### src/rtl/bus_master_pkg.sv
// Shared types and defaults for the req/ack bus initiator.
package bus_master_pkg;

  typedef enum logic [1:0] {
    IDLE,
    REQ,
    RESP
  } state_t;

  localparam logic CMD_READ  = 1'b0;
  localparam logic CMD_WRITE = 1'b1;

  localparam int ADDR_W_DEF      = 32;
  localparam int DATA_W_DEF      = 32;
  localparam int TIMEOUT_CYC_DEF = 16;

endpackage

### src/rtl/bus_master_if.sv
// Local command/response port plus the req/ack bus, as seen by bus_master (master)
// and by whatever drives commands and answers requests (slave).
interface bus_master_if
  import bus_master_pkg::*;
#(
  parameter int ADDR_W = ADDR_W_DEF,
  parameter int DATA_W = DATA_W_DEF
);
  logic              cmd_valid;
  logic              cmd_ready;
  logic              cmd_write;
  logic [ADDR_W-1:0] cmd_addr;
  logic [DATA_W-1:0] cmd_wdata;
  logic              rsp_valid;
  logic [DATA_W-1:0] rsp_rdata;
  logic              rsp_err;
  logic              busy;
  logic              req;
  logic              cmd;
  logic [ADDR_W-1:0] addr;
  logic [DATA_W-1:0] wdata;
  logic              ack;
  logic [DATA_W-1:0] rdata;

  modport master (
    input  cmd_valid, cmd_write, cmd_addr, cmd_wdata, ack, rdata,
    output cmd_ready, rsp_valid, rsp_rdata, rsp_err, busy, req, cmd, addr, wdata
  );

  modport slave (
    output cmd_valid, cmd_write, cmd_addr, cmd_wdata, ack, rdata,
    input  cmd_ready, rsp_valid, rsp_rdata, rsp_err, busy, req, cmd, addr, wdata
  );
endinterface

### src/rtl/bus_master_timer.sv
// Request timeout counter: cleared outside REQ, counts REQ cycles, flags the last allowed one.
module bus_master_timer
  import bus_master_pkg::*;
#(
  parameter int LIMIT = TIMEOUT_CYC_DEF
) (
  input  logic clk,
  input  logic rst,
  input  logic clear,
  input  logic enable,
  output logic expired
);
  logic [7:0] cnt;

  always_ff @(posedge clk or posedge rst) begin
    if (rst) begin
      cnt <= 8'd0;
    end else if (clear) begin
      cnt <= 8'd0;
    end else if (enable && !expired) begin
      cnt <= cnt + 8'd1;
    end
  end

  // cnt holds the number of completed REQ cycles, so LIMIT-1 marks the LIMIT-th one
  assign expired = (cnt == 8'(LIMIT - 1));
endmodule

### src/rtl/bus_master.sv
// Single-outstanding req/ack bus initiator with a valid/ready command port.
// Optional request timeout enabled by defining BUS_MASTER_TIMEOUT_EN.
module bus_master
  import bus_master_pkg::*;
#(
  parameter int ADDR_W      = ADDR_W_DEF,
  parameter int DATA_W      = DATA_W_DEF,
  parameter int TIMEOUT_CYC = TIMEOUT_CYC_DEF
) (
  input logic          clk,
  input logic          rst,
  bus_master_if.master bus
);
  state_t            state;
  logic              req_q;
  logic              cmd_q;
  logic [ADDR_W-1:0] addr_q;
  logic [DATA_W-1:0] wdata_q;
  logic              rsp_valid_q;
  logic [DATA_W-1:0] rsp_rdata_q;
  logic              rsp_err_q;
  logic              timeout;

  if (TIMEOUT_CYC < 2 || TIMEOUT_CYC > 255) begin : g_bad_timeout
    $error("bus_master: TIMEOUT_CYC must be within 2..255");
  end

`ifdef BUS_MASTER_TIMEOUT_EN
  bus_master_timer #(
    .LIMIT(TIMEOUT_CYC)
  ) u_timer (
    .clk    (clk),
    .rst    (rst),
    .clear  (state != REQ),
    .enable (state == REQ),
    .expired(timeout)
  );
`else
  assign timeout = 1'b0;
`endif

  always_ff @(posedge clk or posedge rst) begin
    if (rst) begin
      state       <= IDLE;
      req_q       <= 1'b0;
      cmd_q       <= CMD_READ;
      addr_q      <= '0;
      wdata_q     <= '0;
      rsp_valid_q <= 1'b0;
      rsp_rdata_q <= '0;
      rsp_err_q   <= 1'b0;
    end else begin
      case (state)
        IDLE: begin
          if (bus.cmd_valid) begin
            state   <= REQ;
            req_q   <= 1'b1;
            cmd_q   <= bus.cmd_write;
            addr_q  <= bus.cmd_addr;
            wdata_q <= bus.cmd_wdata;
          end
        end
        REQ: begin
          // ack has priority over a timeout expiring in the same cycle
          if (bus.ack) begin
            state       <= RESP;
            req_q       <= 1'b0;
            rsp_valid_q <= 1'b1;
            rsp_rdata_q <= (cmd_q == CMD_READ) ? bus.rdata : '0;
            rsp_err_q   <= 1'b0;
          end else if (timeout) begin
            state       <= RESP;
            req_q       <= 1'b0;
            rsp_valid_q <= 1'b1;
            rsp_rdata_q <= '0;
            rsp_err_q   <= 1'b1;
          end
        end
        RESP: begin
          state       <= IDLE;
          rsp_valid_q <= 1'b0;
          rsp_rdata_q <= '0;
          rsp_err_q   <= 1'b0;
        end
        default: state <= IDLE;
      endcase
    end
  end

  // cmd_ready must read 0 during reset, so it is gated by rst directly
  assign bus.cmd_ready = (state == IDLE) && !rst;
  assign bus.busy      = (state != IDLE);
  assign bus.req       = req_q;
  assign bus.cmd       = cmd_q;
  assign bus.addr      = addr_q;
  assign bus.wdata     = wdata_q;
  assign bus.rsp_valid = rsp_valid_q;
  assign bus.rsp_rdata = rsp_rdata_q;
  assign bus.rsp_err   = rsp_err_q;
endmodule

### src/flat_wrapper.sv
// flat-port wrapper written by rule: the top's interface ports become plain ports
module bus_master_flat import bus_master_pkg::*;
#(
  parameter int ADDR_W      = ADDR_W_DEF,
  parameter int DATA_W      = DATA_W_DEF,
  parameter int TIMEOUT_CYC = TIMEOUT_CYC_DEF
)
  (clk, rst, bus_cmd_valid, bus_cmd_write, bus_cmd_addr, bus_cmd_wdata, bus_ack, bus_rdata, bus_cmd_ready, bus_rsp_valid, bus_rsp_rdata, bus_rsp_err, bus_busy, bus_req, bus_cmd, bus_addr, bus_wdata);
  bus_master_if #(.ADDR_W(ADDR_W), .DATA_W(DATA_W)) bus_i ();
  input logic clk;
  input logic rst;
  input wire logic [$bits(bus_i.cmd_valid)-1:0] bus_cmd_valid;
  input wire logic [$bits(bus_i.cmd_write)-1:0] bus_cmd_write;
  input wire logic [$bits(bus_i.cmd_addr)-1:0] bus_cmd_addr;
  input wire logic [$bits(bus_i.cmd_wdata)-1:0] bus_cmd_wdata;
  input wire logic [$bits(bus_i.ack)-1:0] bus_ack;
  input wire logic [$bits(bus_i.rdata)-1:0] bus_rdata;
  output wire logic [$bits(bus_i.cmd_ready)-1:0] bus_cmd_ready;
  output wire logic [$bits(bus_i.rsp_valid)-1:0] bus_rsp_valid;
  output wire logic [$bits(bus_i.rsp_rdata)-1:0] bus_rsp_rdata;
  output wire logic [$bits(bus_i.rsp_err)-1:0] bus_rsp_err;
  output wire logic [$bits(bus_i.busy)-1:0] bus_busy;
  output wire logic [$bits(bus_i.req)-1:0] bus_req;
  output wire logic [$bits(bus_i.cmd)-1:0] bus_cmd;
  output wire logic [$bits(bus_i.addr)-1:0] bus_addr;
  output wire logic [$bits(bus_i.wdata)-1:0] bus_wdata;
  assign bus_i.cmd_valid = bus_cmd_valid;
  assign bus_i.cmd_write = bus_cmd_write;
  assign bus_i.cmd_addr = bus_cmd_addr;
  assign bus_i.cmd_wdata = bus_cmd_wdata;
  assign bus_i.ack = bus_ack;
  assign bus_i.rdata = bus_rdata;
  assign bus_cmd_ready = bus_i.cmd_ready;
  assign bus_rsp_valid = bus_i.rsp_valid;
  assign bus_rsp_rdata = bus_i.rsp_rdata;
  assign bus_rsp_err = bus_i.rsp_err;
  assign bus_busy = bus_i.busy;
  assign bus_req = bus_i.req;
  assign bus_cmd = bus_i.cmd;
  assign bus_addr = bus_i.addr;
  assign bus_wdata = bus_i.wdata;
  bus_master #(.ADDR_W(ADDR_W), .DATA_W(DATA_W), .TIMEOUT_CYC(TIMEOUT_CYC)) u_core (.clk(clk), .rst(rst), .bus(bus_i));
endmodule
### config.mk
export PLATFORM = sky130hd
export DESIGN_NAME = bus_master_flat
export DESIGN_NICKNAME = d
export VERILOG_FILES = /design/src/rtl/bus_master_pkg.sv /design/src/rtl/bus_master_if.sv /design/src/rtl/bus_master_timer.sv /design/src/rtl/bus_master.sv /design/src/flat_wrapper.sv
export SDC_FILE = /design/constraint.sdc
export NUM_CORES = 1
export LEC_CHECK = 0
export ABC_AREA = 0
export BUFFER_PORTS_ARGS = -buffer_cell sky130_fd_sc_hd__buf_2
export CAP_MARGIN = 30
export CELL_PAD_IN_SITES_DETAIL_PLACEMENT = 1
export CELL_PAD_IN_SITES_GLOBAL_PLACEMENT = 1
export CORE_ASPECT_RATIO = 1.4
export CORE_MARGIN = 2
export CORE_UTILIZATION = 36
export DETAILED_ROUTE_END_ITERATION = 16
export PLACE_DENSITY_LB_ADDON = 0.1
export SYNTH_ARGS = -nofsm -noshare
export SYNTH_HDL_FRONTEND = slang
export SYNTH_SLANG_ARGS = --single-unit
export TNS_END_PERCENT = 20
### constraint.sdc
create_clock -name clk -period 3.59 [get_ports clk]
set_input_delay 0.1795 -clock clk [delete_from_list [all_inputs] [get_ports clk]]
set_output_delay 0.1795 -clock clk [all_outputs]
set_load 0.01 [all_outputs]
==> results.py <==
metrics = {
    "status": {
        "status": "complete, but fails checks",
        "violations": "negative hold slack",
    },
    "global_route": {
        "grt_pass1_wl_um": 18500,
        "grt_max_degree": 71,
        "track_usage": 0.176,
        "antenna_found_initial": 1,
        "grt.overflow.total": 0,
        "grt_pass1_vias": 3435,
    },
    "clocking": {
        "clk_latency_ps": 340,
        "cts.reportedPaths.clkPinSlew_ps": 70,
        "root_buffer": "clkbuf_16",
        "cts_sinks": 101,
        "cts_buffers": 9,
        "clockBufferDepth": 2,
        "ctsResizeCount": 0,
        "post-cts-setup-buffers": 0,
        "hold_buffers": 0,
        "cts_tree": "done",
        "htree_num_levels": 3,
    },
    "logic_synthesis": {
        "synth_area_per_cell_um2": 14.4,
        "synth_top_area_frac": 0.568,
        "yosysWarningCount": 0,
        "synth_top_cell_by_area": "dfrtp_1",
        "syn_nets": 410,
        "synth.yosys.seq_area_share": 0.568,
        "synth_seq_cells": 101,
        "postSynthCellCount": 309,
        "syn_area_um2": 4450,
        "synth_area_leaders": "dfrtp_1 (57%), mux2_4 (17%), o2bb2ai_1 (6.3%)",
        "synth.distinct_cells": 21,
    },
    "sta": {
        "tns_ps": 0,
        "setup_violations": 0,
        "finalCriticalPeriod_ps": 1960,
        "rsz0062_at_grt": "no",
        "max_slew_margin": 0.528,
        "fmax_mhz": 511,
        "clock_skew_ps": 7.07,
        "drv_slew": 0,
        "fin_crit_sh": 0.545,
        "hold_ws_ps": -26.3,
        "fin_ws_ps": 1630,
        "tightest_slew_ps": 708,
        "final_hold_viol_count": 42,
    },
    "place": {
        "hpwlAfterDp_um": 8040,
        "place.gp.congestion": 0.734,
        "pre_cts_ws_ps": 1630,
        "io_buffers": 201,
    },
    "die": {
        "ioPinCount": 203,
        "die_x_um": 98.0,
        "die_h_um": 136,
        "rows": 48,
        "core_um2": 12200,
        "die_area_um2": 13300,
        "initial_utilization": 0.365,
    },
    "final_layout": {
        "final_nets": 602,
        "utilization": 0.475,
        "drive_above_1_share": 0.579,
        "area_growth_pct": 30.1,
    },
    "critical_path": {
        "r2r-start": "u_core.state[1]$_DFFE_PP0P_",
        "cp_slowest_cell": "mux2_2",
        "worstPathMaxFanout": 65,
        "required_ps": 3810,
        "crit_arrival_ps": 2180,
        "criticalPathCategory": "flip-flop to flip-flop",
        "worstRegToRegCells": 5,
        "crit_path_max_incr_delay_ps": 390,
        "rrSetupSlack_ps": 1630,
        "critPathCaptureType": "flip-flop",
        "r2r_end": "u_core.bus.addr[22]$_DFFE_PP0P_",
        "crit_chain": "buf_4 -> or2_4 -> nor2_4 -> buf_12 -> mux2_2",
        "start_kind": "flip-flop",
    },
    "detailed_routing": {
        "drc": 0,
        "first_pass_iters": 4,
        "wl_per_cell_um": 17.7,
        "vias_per_cell": 4.99,
        "drtAntennaViolNets": 0,
        "wl_um": 11600,
        "dr.first_iter.drc_count": 62,
        "vias": 3279,
    },
    "power": {
        "irDropWorstVdd_v": 0.000405,
        "seq_power_share": 0.389,
        "clkPwrFrac": 0.186,
        "switchingPower_mw": 1.76,
        "comb_power_share": 0.426,
        "p_leak_nw": 2.88,
        "cellPowerDensity_nw_per_um2": 872,
        "intPower_mw": 3.29,
        "swShare": 0.349,
    },
    "min_path": {
        "hold_class": "input port to async pin",
    },
    "flow_run": {
        "maxCapViolations": 0,
    },
}
==> cells in the final DEF (no fill, tap or decap) <==
cell type | netlist | final
buf_2 | 5 | 201
dfrtp_1 | 101 | 100
mux2_4 | 50 | 50
nor2b_1 | 34 | 33
a31oi_1 | 32 | 32
o2bb2ai_1 | 32 | 32
mux2_2 | 15 | 15
clkbuf_16 | 0 | 9
buf_4 | 2 | 6
inv_1 | 4 | 3
o21ai_0 | 3 | 3
nor2_1 | 2 | 2
and2_1 | 2 | 2
clkbuf_8 | 0 | 2
inv_6 | 0 | 2
diode_2 | 0 | 1
or2_4 | 1 | 1
nor2_4 | 1 | 1
a211oi_1 | 1 | 1
nand2b_1 | 1 | 1
nor2b_2 | 0 | 1
inv_4 | 0 | 1
a21oi_1 | 1 | 1
nand2_1 | 1 | 1
conb_1 | 1 | 1
clkinvlp_4 | 0 | 1
clkinv_2 | 0 | 1
clkbuf_1 | 14 | 1
buf_12 | 6 | 1
dfrtp_2 | 0 | 1
==> layer usage <==
layer  wire length [µm]  global-route usage  vias to the layer above
li1                   -                   -                     1491
met1               4590               0.221                     1632
met2               5830               0.286                      137
met3                887              0.0495                       19
met4                301              0.0756                        0
met5                  0                   0                        -
==> state kept, by name, summed over array words and instances, names as in the netlist <==
name,cells
u_core.bus.req,1
u_core.bus.wdata,32
u_core.bus.addr,32
u_core.bus.rsp_rdata,32
u_core.bus.cmd,1
u_core.state,2
u_core.bus.rsp_valid,1
==> cell usage after synthesis, drive strengths merged <==
library cell  instances
o21ai                 3
nand2                 1
mux2                 65
and2                  2
inv                   4
clkbuf               14
nor2b                34
a21oi                 1
nor2                  3
conb                  1
a211oi                1
dfrtp               101
a31oi                32
nand2b                1
buf                  13
o2bb2ai              32
or2                   1
==> critical path: cells and delay by family, from the launching register on <==
| kind | cells | cell delay [ps] |
|---|---|---|
| buf+inv | 2 | 640 |
| flops | 1 | 360 |
| mux | 1 | 390 |
| simple gates | 2 | 400 |
==> cell families (layout without fill, tap and decap cells) <==
kind of cell | after synthesis | in the layout | share of synthesized area
DFF | 101 | 101 | 0.568
AOI/OAI and AO/OA | 69 | 69 | 0.114
muxes | 65 | 65 | 0.207
buffers and inverters | 31 | 228 | 0.0512
and+or+nand+nor | 42 | 42 | 0.0591
other | 1 | 2 | 0.000843
==> metrics by stage <==
stage / instances / hold WS (ps) / total power, mW / cell area, µm²
after floorplan: 309 / 274 / 3.38 / 4450
after global placement: 640 / 387 / 4.09 / 5500
after detailed placement: 640 / 382 / 4.16 / 5500
after CTS: 656 / 5.45 / 5.14 / 5790
after global routing: 657 / 46.4 / 5.40 / 5790
final: 657 / -26.3 / 5.05 / 5790
==> worst max-delay path by stage <==
stage / start / endpoint / slack, ps / cells after the start
final: u_core.state[1]$_DFFE_PP0P_ / u_core.bus.addr[22]$_DFFE_PP0P_ / 1630 / 5
after global routing: u_core.state[1]$_DFFE_PP0P_ / u_core.bus.addr[22]$_DFFE_PP0P_ / 1550 / 5
after CTS: u_core.state[1]$_DFFE_PP0P_ / u_core.bus.addr[22]$_DFFE_PP0P_ / 1610 / 5
after detailed placement: u_core.state[1]$_DFFE_PP0P_ / u_core.bus.addr[13]$_DFFE_PP0P_ / 1630 / 5
after global placement: u_core.state[1]$_DFFE_PP0P_ / u_core.bus.addr[23]$_DFFE_PP0P_ / 1660 / 5
after floorplan: rst / u_core.bus.addr[0]$_DFFE_PP0P_ / 760 / 1
==> final cells by class <==
| cell class | count | area [µm²] |
|---|---|---|
| diodes | 1 | 2.50 |
| clock buffers | 12 | 256 |
| clock inverters | 4 | 30.0 |
| fillers | 1345 | 6400 |
| inverters | 4 | 17.5 |
| multi-input cells | 177 | 1700 |
| flip-flops and latches | 101 | 2530 |
| well taps | 150 | 188 |
| repair buffers | 208 | 1070 |
==> power groups by stage <==
stage | logic (mW) | clock network, mW | registers [mW]
after floorplan | 1.17 | 0 | 2.21
after global placement | 2.13 | 0 | 1.96
after detailed placement | 2.18 | 0 | 1.98
after CTS | 2.19 | 0.974 | 1.97
after global routing | 2.34 | 1.02 | 2.05
final | 2.15 | 0.938 | 1.96
No activity file was read; power rests on OpenSTA's default activity.
